<file path="src/rtl/order_fetch_if.sv">
// rtl/order_fetch_if.sv - instruction memory read port (request/acknowledge)
interface order_fetch_if;
  logic        mem_req;
  logic [31:0] mem_addr;
  logic        mem_ack;
  logic [31:0] mem_data;

  modport master (output mem_req, output mem_addr, input mem_ack, input mem_data);
  modport slave  (input mem_req, input mem_addr, output mem_ack, output mem_data);
endinterface

</file>
<file path="src/rtl/order_fetch.sv">
// rtl/order_fetch.sv - instruction fetch stage; ORDER_FETCH_PREFETCH_EN selects a 2-deep prefetch buffer
module order_fetch #(
  parameter logic [31:0] RESET_PC = 32'h0000_0000
) (
  input  logic          clk,
  input  logic          rst,
  order_fetch_if.master imem,
  input  logic          isStop,
  input  logic          jump_en,
  input  logic [31:0]   jump_addr,
  input  logic          irq,
  input  logic [7:0]    irq_num,
  output logic [31:0]   order,
  output logic [31:0]   thisOrderAddress,
  output logic          this_isRunning,
  output logic          interrupt,
  output logic [7:0]    interrupt_num
);

`ifdef ORDER_FETCH_PREFETCH_EN
  localparam int DEPTH = 2;
`else
  localparam int DEPTH = 1;
`endif
  localparam logic [1:0] DEPTH_C = 2'(DEPTH);

  typedef enum logic [1:0] {S_IDLE, S_REQ, S_DROP} state_t;

  state_t      state, state_nxt;
  logic [31:0] pc, pc_nxt;
  logic [31:0] addr_q, addr_nxt;
  logic [1:0]  count, count_nxt;
  logic [1:0]  occ_base;
  logic        push, pop;
  logic [31:0] buf_data [DEPTH];
  logic [31:0] buf_addr [DEPTH];
  logic        irq_pend;
  logic [7:0]  irq_pend_num;
  logic        tag;
  logic [7:0]  tag_num;

  assign imem.mem_req  = (state != S_IDLE);
  assign imem.mem_addr = addr_q;

  // A pending interrupt wins over a same-cycle request; otherwise the fresh one tags the pop.
  assign tag     = irq_pend | irq;
  assign tag_num = irq_pend ? irq_pend_num : irq_num;

  // Buffer bookkeeping: a redirect flushes, data returned for a redirected request is dropped.
  always_comb begin
    pop       = !jump_en && !isStop && (count != 2'd0);
    push      = (state == S_REQ) && imem.mem_ack && !jump_en;
    occ_base  = count - {1'b0, pop};
    count_nxt = jump_en ? 2'd0 : occ_base + {1'b0, push};
  end

  // Fetch FSM next state, fetch PC and the held request address.
  always_comb begin
    state_nxt = state;
    pc_nxt    = pc;
    addr_nxt  = addr_q;
    case (state)
      S_IDLE: begin
        if (jump_en) pc_nxt = jump_addr;
        addr_nxt = pc_nxt;
        if (count_nxt < DEPTH_C) state_nxt = S_REQ;
      end
      S_REQ: begin
        if (imem.mem_ack) begin
          pc_nxt    = jump_en ? jump_addr : pc + 32'd4;
          addr_nxt  = pc_nxt;
          state_nxt = (count_nxt < DEPTH_C) ? S_REQ : S_IDLE;
        end else if (jump_en) begin
          // The bus request must complete at its original address before refetching.
          pc_nxt    = jump_addr;
          state_nxt = S_DROP;
        end
      end
      S_DROP: begin
        if (jump_en) pc_nxt = jump_addr;
        if (imem.mem_ack) begin
          addr_nxt  = pc_nxt;
          state_nxt = S_REQ;
        end
      end
      default: state_nxt = S_IDLE;
    endcase
  end

  // Fetch state registers.
  always_ff @(posedge clk or negedge rst) begin
    if (!rst) begin
      state  <= S_IDLE;
      pc     <= RESET_PC;
      addr_q <= RESET_PC;
      count  <= 2'd0;
    end else begin
      state  <= state_nxt;
      pc     <= pc_nxt;
      addr_q <= addr_nxt;
      count  <= count_nxt;
    end
  end

  // Shift buffer: head is entry 0, a pop shifts down and a push lands after the survivors.
  always_ff @(posedge clk) begin
    if (pop) begin
      for (int i = 0; i < DEPTH - 1; i++) begin
        buf_data[i] <= buf_data[i+1];
        buf_addr[i] <= buf_addr[i+1];
      end
    end
    if (push) begin
      for (int i = 0; i < DEPTH; i++) begin
        if (occ_base == 2'(i)) begin
          buf_data[i] <= imem.mem_data;
          buf_addr[i] <= addr_q;
        end
      end
    end
  end

  // Interrupt pending latch: first request wins until it is attached to a popped slot.
  always_ff @(posedge clk or negedge rst) begin
    if (!rst) begin
      irq_pend     <= 1'b0;
      irq_pend_num <= 8'd0;
    end else if (pop) begin
      irq_pend <= 1'b0;
    end else if (irq && !irq_pend) begin
      irq_pend     <= 1'b1;
      irq_pend_num <= irq_num;
    end
  end

  // Decode slot register: redirect forces a bubble, stall holds, otherwise pop or bubble.
  always_ff @(posedge clk or negedge rst) begin
    if (!rst) begin
      order            <= 32'd0;
      thisOrderAddress <= 32'd0;
      this_isRunning   <= 1'b0;
      interrupt        <= 1'b0;
      interrupt_num    <= 8'd0;
    end else if (jump_en) begin
      order          <= 32'd0;
      this_isRunning <= 1'b0;
      interrupt      <= 1'b0;
      interrupt_num  <= 8'd0;
    end else if (!isStop) begin
      if (count != 2'd0) begin
        order            <= buf_data[0];
        thisOrderAddress <= buf_addr[0];
        this_isRunning   <= 1'b1;
        interrupt        <= tag;
        interrupt_num    <= tag ? tag_num : 8'd0;
      end else begin
        order          <= 32'd0;
        this_isRunning <= 1'b0;
        interrupt      <= 1'b0;
        interrupt_num  <= 8'd0;
      end
    end
  end

endmodule

</file>
<file path="src/flat_wrapper.sv">
// flat-port wrapper written by rule: the top's interface ports become plain ports
module order_fetch_flat 
#(
  parameter logic [31:0] RESET_PC = 32'h0000_0000
)
  (clk, rst, isStop, jump_en, jump_addr, irq, irq_num, order, thisOrderAddress, this_isRunning, interrupt, interrupt_num, imem_mem_req, imem_mem_addr, imem_mem_ack, imem_mem_data);
  order_fetch_if imem_i ();
  input  logic clk;
  input  logic rst;
  input  logic isStop;
  input  logic jump_en;
  input  logic [31:0] jump_addr;
  input  logic irq;
  input  logic [7:0] irq_num;
  output logic [31:0] order;
  output logic [31:0] thisOrderAddress;
  output logic this_isRunning;
  output logic interrupt;
  output logic [7:0] interrupt_num;
  output wire logic [$bits(imem_i.mem_req)-1:0] imem_mem_req;
  output wire logic [$bits(imem_i.mem_addr)-1:0] imem_mem_addr;
  input wire logic [$bits(imem_i.mem_ack)-1:0] imem_mem_ack;
  input wire logic [$bits(imem_i.mem_data)-1:0] imem_mem_data;
  assign imem_mem_req = imem_i.mem_req;
  assign imem_mem_addr = imem_i.mem_addr;
  assign imem_i.mem_ack = imem_mem_ack;
  assign imem_i.mem_data = imem_mem_data;
  order_fetch #(.RESET_PC(RESET_PC)) u_core (.clk(clk), .rst(rst), .imem(imem_i), .isStop(isStop), .jump_en(jump_en), .jump_addr(jump_addr), .irq(irq), .irq_num(irq_num), .order(order), .thisOrderAddress(thisOrderAddress), .this_isRunning(this_isRunning), .interrupt(interrupt), .interrupt_num(interrupt_num));
endmodule
</file>
<file path="config.mk">
export PLATFORM = sky130hd
export DESIGN_NAME = order_fetch_flat
export DESIGN_NICKNAME = d
export VERILOG_FILES = /design/src/rtl/order_fetch_if.sv /design/src/rtl/order_fetch.sv /design/src/flat_wrapper.sv
export SDC_FILE = /design/constraint.sdc
export NUM_CORES = 1
export LEC_CHECK = 0
export ABC_AREA = 1
export CAP_MARGIN = 20
export CORE_MARGIN = 2
export CORE_UTILIZATION = 47
export CTS_CLUSTER_SIZE = 28
export DETAILED_ROUTE_END_ITERATION = 10
export PLACE_DENSITY_LB_ADDON = 0.08
export SLEW_MARGIN = 20
export SYNTH_ARGS = -nofsm -noshare
export SYNTH_HDL_FRONTEND = slang
export SYNTH_SLANG_ARGS = --single-unit
</file>
<file path="constraint.sdc">
create_clock -name clk -period 3.85 [get_ports clk]
set_input_delay 0.77 -clock clk [delete_from_list [all_inputs] [get_ports clk]]
set_output_delay 0.77 -clock clk [all_outputs]
set_load 0.05 [all_outputs]
</file>
* Word-level counts from Yosys, hierarchy flattened *
Memories as Yosys holds them, arrays and structs flattened. A register that Yosys moved wholly into a read port is not among the register bits.
Cells that the tools add are included.

word-level totals
  bits in registers = 119
  RAM bits = 64
  input bits = 78
  output and inout bits = 107
  word-level logic and storage cells = 81
  memories kept = 2

cells by class
  add/sub/neg operators = 3
  $lt $le $gt $ge = 1
  equal/unequal tests = 7
  mux-type cells = 33
  bitwise logic cells = 4
  reduce and logical (&&, ||, !) cells = 21

memories
  memory           depth  width  read ports  clocked after Yosys merged registers in  wr ports  line               RTL
  u_core.buf_addr  1      32     1           1                                        1         order_fetch.sv:36  logic [31:0] buf_addr [DEPTH];
  u_core.buf_data  1      32     1           0                                        1         order_fetch.sv:35  logic [31:0] buf_data [DEPTH];

operator list
  kind                                                                  number
  32-bit two-way mux                                                    8
  32-bit one-hot mux with 3 select lines                                1
  32-bit one-hot mux with 2 select lines                                1
  8-bit two-way mux                                                     5
  32-bit by 3-bit adder with 32-bit output, second input constant       1
  1-bit two-way mux                                                     12
  2-bit two-way mux                                                     5
  3-bit AND reduction                                                   3
  2-bit nonzero test                                                    4
  2-bit one-hot mux with 3 select lines                                 1
  1-bit logical AND                                                     5
  1-bit logical NOT                                                     4
  2-bit logical NOT                                                     2
  2-bit by 1-bit != test with 1-bit output, second input constant       2
  2-bit != test, second input constant                                  2
  3-bit != test, second input constant                                  1
  1-bit NOT                                                             3
  3-bit nonzero test                                                    1
  2-bit by 1-bit adder with 2-bit output                                1
  2-bit by 1-bit == test with 1-bit output, second input constant       1
  2-bit == test, second input constant                                  1
  2-bit by 1-bit < comparator with 1-bit output, second input constant  1
  2-bit AND reduction                                                   1
  2-bit OR reduction                                                    1
  other kinds (2)                                                       2

* Depth between registers and ports, before layout *
Gate-level depths: netlist of run 1.

  depth after elaboration = 10
  depth in mapped cells = 14

* Least setup slack after synthesis of run 1 *
No wires, ideal clock.

  path kind = input-to-reg
  start point = in jump_en
  end point = mem u_core.buf_addr[0][0] (enable)
  library setup time = 488 ps
  arrival time = 4,163 ps
  required time = 3,362 ps
  slack = -800 ps
  stages on the path = 8
  cells stage by stage = buf_2 -> inv_2 -> nand2_1 -> nor2_2 -> nand2_1 -> nand2_1 -> nand2_1 -> nor2_1

on the way
  cells in the longest elaborated chain, start to end = 8
  elaborated cells on any way between the ends = 9
  those cells by class = 1 x add/sub; 3 x mux; 5 x reduce/logical

RTL lines
  element                                      line                                  RTL
  start, declared                              flat_wrapper.sv:11                    input logic jump_en;
  1-bit logical NOT *                          order_fetch.sv:51, order_fetch.sv:52
  1-bit logical AND (2 in series)              order_fetch.sv:51                     pop = !jump_en && !isStop && (count != 2'd0);
  2-bit by 1-bit subtractor with 2-bit output  order_fetch.sv:53                     occ_base = count - {1'b0, pop};
  2-bit logical NOT                            order_fetch.sv:115                    if (occ_base == 2'(i)) begin
  1-bit two-way mux                            order_fetch.sv:115
  1-bit two-way mux *                          order_fetch.sv:113                    if (push) begin
  1-bit two-way mux (not written as such) *    order_fetch.sv:117                    buf_addr[i] <= addr_q;
  end, declared                                order_fetch.sv:36

Every way passes the cells marked *; elsewhere a longest branch is shown, timed or not.

* Worst setup path in the final report of run 1 *
  start point = reg u_core.state[1]
  end point = out imem_mem_req

on the way
  cells in the longest elaborated chain, start to end = 1

RTL lines
  element                 line                RTL
  start, declared         order_fetch.sv:29   state_t state, state_nxt;
  start signal, assigned  order_fetch.sv:98   state <= state_nxt;
  2-bit nonzero test      order_fetch.sv:42   assign imem.mem_req = (state != S_IDLE);
  end, declared           flat_wrapper.sv:20  output wire logic [$bits(imem_i.mem_req)-1:0] imem_mem_req;

No other way between the ends.

==> results of run 1 <==
-- metal layers --
metal | up-vias | wire length, microns
met5 | - | 0
met4 | 0 | 484
met3 | 44 | 1800
met2 | 300 | 12300
met1 | 3890 | 11600
li1 | 4022 | -
-- flip-flops by register name (all words and copies together), names as in the netlist --
| name | flops |
|---|---|
| u_core.buf_data | 32 |
| u_core.count | 2 |
| u_core.buf_addr | 32 |
| u_core.irq_pend | 1 |
| u_core.irq_pend_num | 8 |
| u_core.interrupt | 1 |
| u_core.imem.mem_addr | 32 |
| u_core.interrupt_num | 8 |
| u_core.thisOrderAddress | 32 |
| u_core.state | 2 |
| u_core.order | 32 |
| u_core.pc | 32 |
| u_core.this_isRunning | 1 |
-- layout by cell type (no fill, tap or decap), types with 4 or more instances in the layout --
master,n
clkbuf_1,5
nand3_1,58
dfrtp_1,151
nor2_1,109
edfxtp_1,64
mux2_2,7
a22oi_1,8
o22ai_1,7
a21oi_1,28
inv_1,74
a32o_1,32
buf_4,13
clkdlybuf4s50_1,182
nor2_2,8
clkbuf_16,25
nand2_1,356
o21ai_0,73
clkbuf_8,6
inv_2,6
o21ai_1,20
nand4_1,27
and2_1,4
-- power groups by stage --
stage / Clock (W) / Combinational (W) / Sequential, W
2_1_floorplan: 0 / 0.00157 / 0.00469
3_3_place_gp: 0 / 0.00399 / 0.00366
5_1_grt: 0.00256 / 0.00437 / 0.00374
6_report: 0.00241 / 0.00403 / 0.00365
3_5_place_dp: 0 / 0.00403 / 0.00369
4_1_cts: 0.00245 / 0.00405 / 0.00365
-- metrics by stage --
stage | power (W) | hold slack, ns | area, sq um
after floorplan | 0.00626 | 0.426 | 9770
after global placement | 0.00765 | 0.428 | 11800
after detailed placement | 0.00772 | 0.431 | 11800
after CTS | 0.0101 | 0.285 | 12700
after global routing | 0.0107 | 0.304 | 12700
final | 0.0101 | 0.259 | 12700
-- layout make-up --
type,instances,share of cell area [%]
sequential,215,44.9
multi-input combinational,752,27.8
timing repair buffer,199,15.6
clock buffer,36,5.73
tap,270,2.66
inverter,82,2.43
clock inverter,8,0.927
-- kinds of logic (layout without fill, tap and decap cells) --
group | count (synthesis) | in the layout | share of synthesized area [%]
adder cells (fa/ha/maj) | 2 | 2 | 0.256
flip-flops | 215 | 215 | 58.4
AO/OA/AOI/OAI | 172 | 172 | 10.9
buffers and inverters | 138 | 325 | 5.70
multiplexers | 8 | 8 | 0.923
AND/OR/NAND/NOR | 570 | 570 | 23.8
-- worst max-delay path, stage by stage, from the launching register on --
cell	delay, ns
dfrtp_1	0.41
or2_1	0.26
clkdlybuf4s50_1	0.86
-- worst paths after layout --
check                      depth (start not counted)  slack, ns                             start                                 endpoint
hold reg to reg                                    2       0.44  u_core.buf_addr[0][28]$_DFFE_PP_  u_core.thisOrderAddress[28]$_DFFE_PN0P_
max in group asynchronous                          2       2.77                               rst  u_core.thisOrderAddress[19]$_DFFE_PN0P_
min in group clk                                   2       0.44  u_core.buf_addr[0][28]$_DFFE_PP_  u_core.thisOrderAddress[28]$_DFFE_PN0P_
setup reg to reg                                   8       1.91          u_core.pc[3]$_DFFE_PN0P_     u_core.imem.mem_addr[24]$_DFFE_PN0P_
hold / removal                                     1       0.26                               rst       u_core.irq_pend_num[3]$_DFFE_PN0P_
setup / recovery                                   2       1.04       u_core.state[1]$_DFFE_PN0P_                             imem_mem_req
==> reports/metrics.csv, run 1 <==
stage,metric,value,unit
outcome,status,"complete, no violations",
timing,fin_crit_sh,72.9,%
logic_synthesis,yosysSeqAreaShare,58.4,%
setup_path,critPathRequiredTime,3.08,ns
route,dr.pass1.iters,5,
setup_path,cp-end-kind,primary output,
route,avgViaCountPerCell,5.29,
pwr,powerDensity,796,mW/mm^2
global_routing,grt_overflow_total,0,
logic_synthesis,synthCells,1105,
floorplan,ioPinCount,185,
final_layout,nNetsFinal,1354,
pwr,switching_share,41.9,%
hold_path,hp-class,in -> async,
logic_synthesis,yosysTopAreaCell,dfrtp_1,
placement,port_buffers,184,
final_layout,diodes,0,
cts,clk_latency,0.51,ns
pwr,comb_power_share,39.9,%
route,routed_wl,26200,microns
placement,dp_cells,1518,
cts,cts.htree.levels,1,
route,via_count,8256,
pwr,power_frac_clock,23.9,%
global_routing,grt_pass1_wl,41500,microns
floorplan,start_util,48.1,%
global_routing,grt_max_degree,76,
floorplan,coreArea,0.0203,sq mm
global_routing,met3_usage,3.31,%
cts,post_cts_buffers,0,
pwr,ir_drop,0.397,mV
cts,hold_buffers,0,
route,drt-initial-drc-count,597,
logic_synthesis,async_flop_share,70.2,%
timing,fmax,0.356,GHz
pwr,power_switching,0.00423,W
timing,finalMaxSlewViolations,0,
timing,fin_ws,1.04,ns
setup_path,worstSetupPathType,reg -> out,
logic_synthesis,ys_top_cells_by_count,"356 x nand2_1, 151 x dfrtp_1, 110 x nor2_1",
final_layout,nFillCells,1741,
global_routing,grt_util_met2,38.6,%
route,drtAntennaViolNets,0,
timing,hold_viol_final,0,
setup_path,crit_path_max_fanout,5,
floorplan,num_rows,52,
cts,clk_pin_slew_worst_paths,0.06,ns
timing,tightestPinTransition,0.823,ns
cts,cts_buffers,24,
timing,finalSetupViolCount,0,
setup_path,crit_arrival,2.04,ns
floorplan,die_w,148,microns
job,maxCapViolations,0,
placement,dp_slack,1.24,ns
setup_path,cp-start-kind,register,
global_routing,grt_pass1_vias,7870,
logic_synthesis,avgSynthCellArea,8.84,sq um
global_routing,antenna_found_initial,0,
logic_synthesis,yosysWarnings,0,
timing,slew-limit-headroom,45.1,%
final_layout,seq_area,0.00570,sq mm
final_layout,multi_input_area,0.00352,sq mm
pwr,sequentialPowerShare,36.2,%
timing,fin_setup_tns,0,ns
cts,cts.repair.resized,0,
logic_synthesis,synth_top_area_share,38.7,%
cts,cts_sinks,215,
timing,finalCriticalPeriod,2.81,ns
placement,dp_hpwl,17200,microns
timing,clock_skew,0.0103,ns
timing,rsz0062_at_grt,no,
logic_synthesis,synthesis.area,0.00977,sq mm
route,routedWlPerCell,16.8,microns
cts,cts_root_buf,clkbuf_16,
cts,cts_tree,done,
global_routing,gr-usage-all-layers,23.6,%
logic_synthesis,synthTopCellsByArea,"dfrtp_1 39%, edfxtp_1 20%, nand2_1 14%, nor2_1 4.2%, o21ai_0 3.7%",
global_routing,grt_util_met1,33.6,%
final_layout,drive_gt1_share,6.35,%
final_layout,area_delta_synth_final,29.9,%
logic_synthesis,yosys_most_used_dff,dfrtp_1,
pwr,power_leakage,5.63,nW
logic_synthesis,mappedNetlistNets,1185,
pwr,internal_power,0.00587,W
logic_synthesis,ys_ff_latch,215,
logic_synthesis,synth_most_common_cell,nand2_1,
logic_synthesis,synth_edf_count,64,
floorplan,die_area,0.0219,sq mm
global_routing,grt.busiest_layer,met2,
logic_synthesis,synthDistinctLibCells,31,
final_layout,fin_cells,1562,
final_layout,finalCoreUtilization,62.5,%
route,post-route-drc-count,0,
floorplan,die_y,148,microns
placement,gp_congestion,0.923,
cts,cts.path.max_buffers,3,
No activity file was read; power rests on OpenSTA's default activity.
==> inputs of run 2 (changes only) <==
- CORE_UTILIZATION: 47 -> 52
- clock period: 3.85 -> 2.62 ns (I/O delays scaled with it)
==> run 2 against run 1 <==
Against the previous run: the flow now finishes with violations (hold timing); non-clock buffer count up 6; clock skew grew 0.013 ns; worst setup slack lost 1.0 ns; die area fell by 9.4%; sequential cell count is the same.
==> reports/metrics.csv, run 2 (same netlist as run 1, synthesis figures left out) <==
stage,metric,value,unit
outcome,status,"complete, but fails checks",
outcome,failed_checks,hold timing,
final_layout,final_cell_mix,"356 x nand2_1, 182 x clkdlybuf4s50_1, 151 x dfrtp_1",
job,maxCapViolations,0,
cts,cts.repair.resized,0,
timing,fmax,0.388,GHz
cts,cts_tree,done,
floorplan,die_area,0.0199,sq mm
route,post-route-drc-count,0,
placement,dp_hpwl,16900,microns
timing,tightestPinTransition,0.704,ns
cts,cts.path.max_buffers,3,
final_layout,nFillCells,1541,
setup_path,r2r-end,u_core.imem.mem_addr[22]$_DFFE_PN0P_,
final_layout,drive_gt1_share,6.49,%
setup_path,critPathMaxStageDelay,0.86,ns
timing,rsz0062_at_grt,no,
final_layout,finalCoreUtilization,68.4,%
timing,fin_crit_sh,98.4,%
global_routing,grt_util_met2,40.9,%
pwr,ir_drop,0.563,mV
timing,finalCriticalPeriod,2.58,ns
timing,timing.hold.ws,-0.0178,ns
route,avgViaCountPerCell,5.37,
timing,fin_setup_tns,0,ns
setup_path,crit_chain,"or2_1, clkdlybuf4s50_1",
route,routed_wl,25500,microns
final_layout,area_delta_synth_final,30.1,%
setup_path,cp-start-kind,register,
placement,port_buffers,184,
cts,cts_sinks,215,
cts,cts_root_buf,clkbuf_16,
cts,cts.htree.levels,1,
timing,hold_viol_final,12,
global_routing,grt_pass1_wl,41100,microns
setup_path,critPathRequiredTime,2.10,ns
global_routing,grt_overflow_total,0,
setup_path,cp_slowest_cell,clkdlybuf4s50_1,
setup_path,crit_arrival,2.05,ns
route,drt-initial-drc-count,606,
floorplan,num_rows,50,
cts,clk_pin_slew_worst_paths,0.06,ns
setup_path,crit_path_max_fanout,5,
timing,clock_skew,0.0228,ns
final_layout,final_common_cell,nand2_1,
timing,slew-limit-headroom,53.1,%
global_routing,grt_pass1_vias,7709,
setup_path,worstSetupPathType,reg -> out,
cts,hold_buffers,0,
floorplan,coreArea,0.0186,sq mm
floorplan,die_w,141,microns
cts,post_cts_buffers,0,
timing,finalSetupViolCount,0,
route,via_count,8208,
setup_path,r2r_slack,0.68,ns
route,dr.pass1.iters,5,
setup_path,cp-end-kind,primary output,
final_layout,nNetsFinal,1359,
floorplan,die_y,141,microns
global_routing,met3_usage,4.69,%
pwr,power_leakage,5.65,nW
global_routing,antenna_found_initial,0,
route,drtAntennaViolNets,0,
setup_path,rr_startpoint,u_core.pc[3]$_DFFE_PN0P_,
timing,finalMaxSlewViolations,0,
global_routing,grt_max_degree,89,
global_routing,gr-usage-all-layers,25.7,%
floorplan,start_util,52.6,%
final_layout,diodes,0,
global_routing,grt.busiest_layer,met2,
placement,gp_congestion,0.937,
setup_path,r2r_cells,10,
hold_path,hp-class,in -> async,
floorplan,ioPinCount,185,
cts,clk_latency,0.50,ns
pwr,powerDensity,1170,mW/mm^2
global_routing,grt_util_met1,36.6,%
cts,cts_buffers,23,
route,routedWlPerCell,16.7,microns
==> run 2: worst max path at each step <==
| stage | startpoint | end | slack, ns | depth (start not counted) |
|---|---|---|---|---|
| finish | u_core.state[0]$_DFFE_PN0P_ | imem_mem_req | 0.04 | 2 |
| global route | u_core.state[0]$_DFFE_PN0P_ | imem_mem_req | 0.007 | 2 |
| CTS | u_core.state[0]$_DFFE_PN0P_ | imem_mem_req | 0.07 | 2 |
| detailed placement | isStop | u_core.buf_data[0][28]$_DFFE_PP_ | 0.36 | 9 |
| global placement | isStop | u_core.buf_data[0][27]$_DFFE_PP_ | 0.35 | 9 |
| floorplan | jump_en | u_core.buf_addr[0][0]$_DFFE_PP_ | 0.01 | 8 |
==> run 2: final cells by class <==
type / count / area (sq um) / share of cell area [%]
sequential: 215 / 5700 / 44.9
multi-input combinational: 752 / 3520 / 27.7
timing repair buffer: 205 / 2060 / 16.2
clock buffer: 30 / 622 / 4.90
inverter: 82 / 308 / 2.42
tap: 234 / 293 / 2.30
clock inverter: 10 / 201 / 1.59
==> run 2: report_power, final <==
group	total (W)	switching (W)	internal, W
combinational	0.00598	0.00404	0.00194
clock	0.00354	0.00128	0.00225
sequential	0.00534	0.000809	0.00453
==> run 2: metal layers <==
metal	routed length [microns]	share of wire [%]
met3	2060	8.1
met5	0	0
met4	590	2.3
met2	11900	47
met1	10900	43
==> run 2: per-stage QoR <==
step	setup WS (ns)	total power, W	instance area [sq um]	instances
final	0.0423	0.0149	12700	1528
after global placement	0.353	0.0112	11900	1488
after floorplan	0.0142	0.00919	9770	1105
after detailed placement	0.365	0.0113	11900	1488
after CTS	0.0684	0.0149	12700	1528
after global routing	0.00700	0.0157	12700	1528
==> run 2: critical path, delay by kind of cell, from the launching register on <==
family	cells	cell delay [ns]
buf+inv	1	0.86
flops	1	0.43
simple gates	1	0.26
==> inputs of run 3 (changes only) <==
- HOLD_SLACK_MARGIN: unset -> 0.06
==> run 3 against run 2 <==
Against the previous run: wire length is 0.24% higher; fmax is 0.35% higher; non-clock buffer count is 1 higher; critical path depth stayed put; clock skew is 0.0037 ns lower; die area stayed put; largest power group unchanged; via count hardly changed; clock power hardly changed; sequential share of layout area hardly changed; largest cell class unchanged; utilization is 0.054 points higher; global-route usage hardly changed; the flow now finishes without violations.
==> reports/metrics.csv, run 3 (same netlist as run 1, synthesis figures left out) <==
stage,metric,value,unit
route,via_count,8213,
setup_path,rr_startpoint,u_core.pc[3]$_DFFE_PN0P_,
cts,cts.repair.resized,0,
global_routing,grt_overflow_total,0,
pwr,total_power,0.0149,W
setup_path,startpoint,u_core.state[0]$_DFFE_PN0P_,
cts,clk_pin_slew_worst_paths,0.06,ns
floorplan,num_rows,50,
cts,post_cts_buffers,0,
timing,finalMaxSlewViolations,0,
setup_path,endpoint,imem_mem_req,
global_routing,grt_pass1_wl,41100,microns
setup_path,critPathMaxStageDelay,0.85,ns
setup_path,worstSetupPathType,reg -> out,
setup_path,cp_slowest_cell,clkdlybuf4s50_1,
setup_path,crit_chain,"or2_1, clkdlybuf4s50_1",
timing,fin_crit_sh,98.0,%
setup_path,critPathTopFamily,buffers and inverters,
setup_path,cp.depth,2,
final_layout,diodes,0,
route,drtAntennaViolNets,0,
timing,fin_setup_tns,0,ns
pwr,powerDensity,1170,mW/mm^2
route,routedWlPerCell,16.7,microns
final_layout,finalCoreUtilization,68.4,%
route,drt-initial-drc-count,629,
timing,finalSetupViolCount,0,
floorplan,die_y,141,microns
final_layout,drive_gt1_share,6.49,%
final_layout,nFillCells,1540,
setup_path,r2r_slack,0.70,ns
final_layout,final_cell_mix,"356 x nand2_1, 182 x clkdlybuf4s50_1, 151 x dfrtp_1",
floorplan,die_w,141,microns
cts,cts_sinks,215,
timing,hold_viol_final,0,
cts,cts.htree.levels,1,
route,routed_wl,25500,microns
global_routing,antenna_found_initial,0,
pwr,ir_drop,0.563,mV
pwr,power_leakage,5.66,nW
global_routing,grt_max_degree,89,
timing,tightestPinTransition,0.703,ns
placement,gp_congestion,0.937,
final_layout,nNetsFinal,1360,
placement,port_buffers,184,
floorplan,ioPinCount,185,
timing,finalCriticalPeriod,2.57,ns
placement,dp_slack,0.365,ns
placement,dp_hpwl,16900,microns
floorplan,coreArea,0.0186,sq mm
timing,fmax,0.389,GHz
cts,cts.path.max_buffers,3,
setup_path,r2r_cells,10,
timing,rsz0062_at_grt,no,
setup_path,cp-start-kind,register,
setup_path,cp-end-kind,primary output,
route,dr.pass1.iters,5,
floorplan,die_area,0.0199,sq mm
hold_path,hp-class,reg -> reg,
setup_path,r2r-end,u_core.imem.mem_addr[22]$_DFFE_PN0P_,
final_layout,area_delta_synth_final,30.2,%
global_routing,grt_pass1_vias,7721,
cts,cts_buffers,23,
timing,clock_skew,0.0192,ns
timing,slew-limit-headroom,53.1,%
outcome,status,"complete, no violations",
cts,clk_latency,0.50,ns
route,post-route-drc-count,0,
route,avgViaCountPerCell,5.37,
setup_path,crit_path_max_fanout,5,
cts,cts_tree,done,
floorplan,start_util,52.6,%
final_layout,final_common_cell,nand2_1,
setup_path,path_buf_inv,1,
setup_path,crit_arrival,2.04,ns
global_routing,gr-usage-all-layers,25.8,%
timing,fin_ws,0.0512,ns
cts,cts_root_buf,clkbuf_16,
setup_path,critPathRequiredTime,2.10,ns
job,maxCapViolations,0,
run 3: metrics by stage:
step	hold WS [ns]	instance area, sq um	instances
finish	0.434	12700	1529
global route	0.470	12700	1529
CTS	0.445	12700	1529
floorplan	0.228	9770	1105
global placement	0.428	11900	1488
detailed placement	0.432	11900	1488
run 3: tightest hold or removal path, cell delays in order, from the launching register on:
cell      delay [ns]
edfxtp_1        0.32
nand2_1         0.05
nand2_1         0.05
run 3: cell type report:
cell class | instances | area (sq um) | area share, %
clock inverters | 10 | 201 | 1.58
well taps | 234 | 293 | 2.30
multi-input cells | 752 | 3520 | 27.7
flip-flops and latches | 215 | 5700 | 44.8
repair buffers | 206 | 2070 | 16.3
inverters | 82 | 308 | 2.42
clock buffers | 30 | 622 | 4.89
run 3: worst min-delay path by stage:
stage	cells after the start	end	slack [ns]	from
after floorplan	0	u_core.count[0]$_DFF_PN0_	0.23	rst
after CTS	4	u_core.state[0]$_DFFE_PN0P_	0.45	jump_en
final	2	u_core.thisOrderAddress[16]$_DFFE_PN0P_	0.43	u_core.buf_addr[0][16]$_DFFE_PP_
after detailed placement	2	u_core.thisOrderAddress[2]$_DFFE_PN0P_	0.43	u_core.buf_addr[0][2]$_DFFE_PP_
after global routing	2	u_core.thisOrderAddress[16]$_DFFE_PN0P_	0.47	u_core.buf_addr[0][16]$_DFFE_PP_
after global placement	2	u_core.thisOrderAddress[16]$_DFFE_PN0P_	0.43	u_core.buf_addr[0][16]$_DFFE_PP_
run 3: metal layers:
metal | global-route usage (%) | up-vias | share of wire [%]
li1 | - | 4019 | -
met1 | 36.6 | 3798 | 43
met2 | 41.0 | 354 | 47
met3 | 4.69 | 42 | 8.0
met4 | 7.58 | 0 | 2.4
met5 | 0 | - | 0
run 3: timing repair:
| item | CTS | global route |
|---|---|---|
| hold buffers | 1 | 0 |
| hold endpoints to repair | 54 | 0 |
| endpoints found under the setup margin | 0 | 0 |
run 3: report_power, final:
group | switching, W | internal [W] | total [W]
logic | 0.00404 | 0.00194 | 0.00598
registers | 0.000809 | 0.00453 | 0.00534
clock network | 0.00128 | 0.00225 | 0.00354
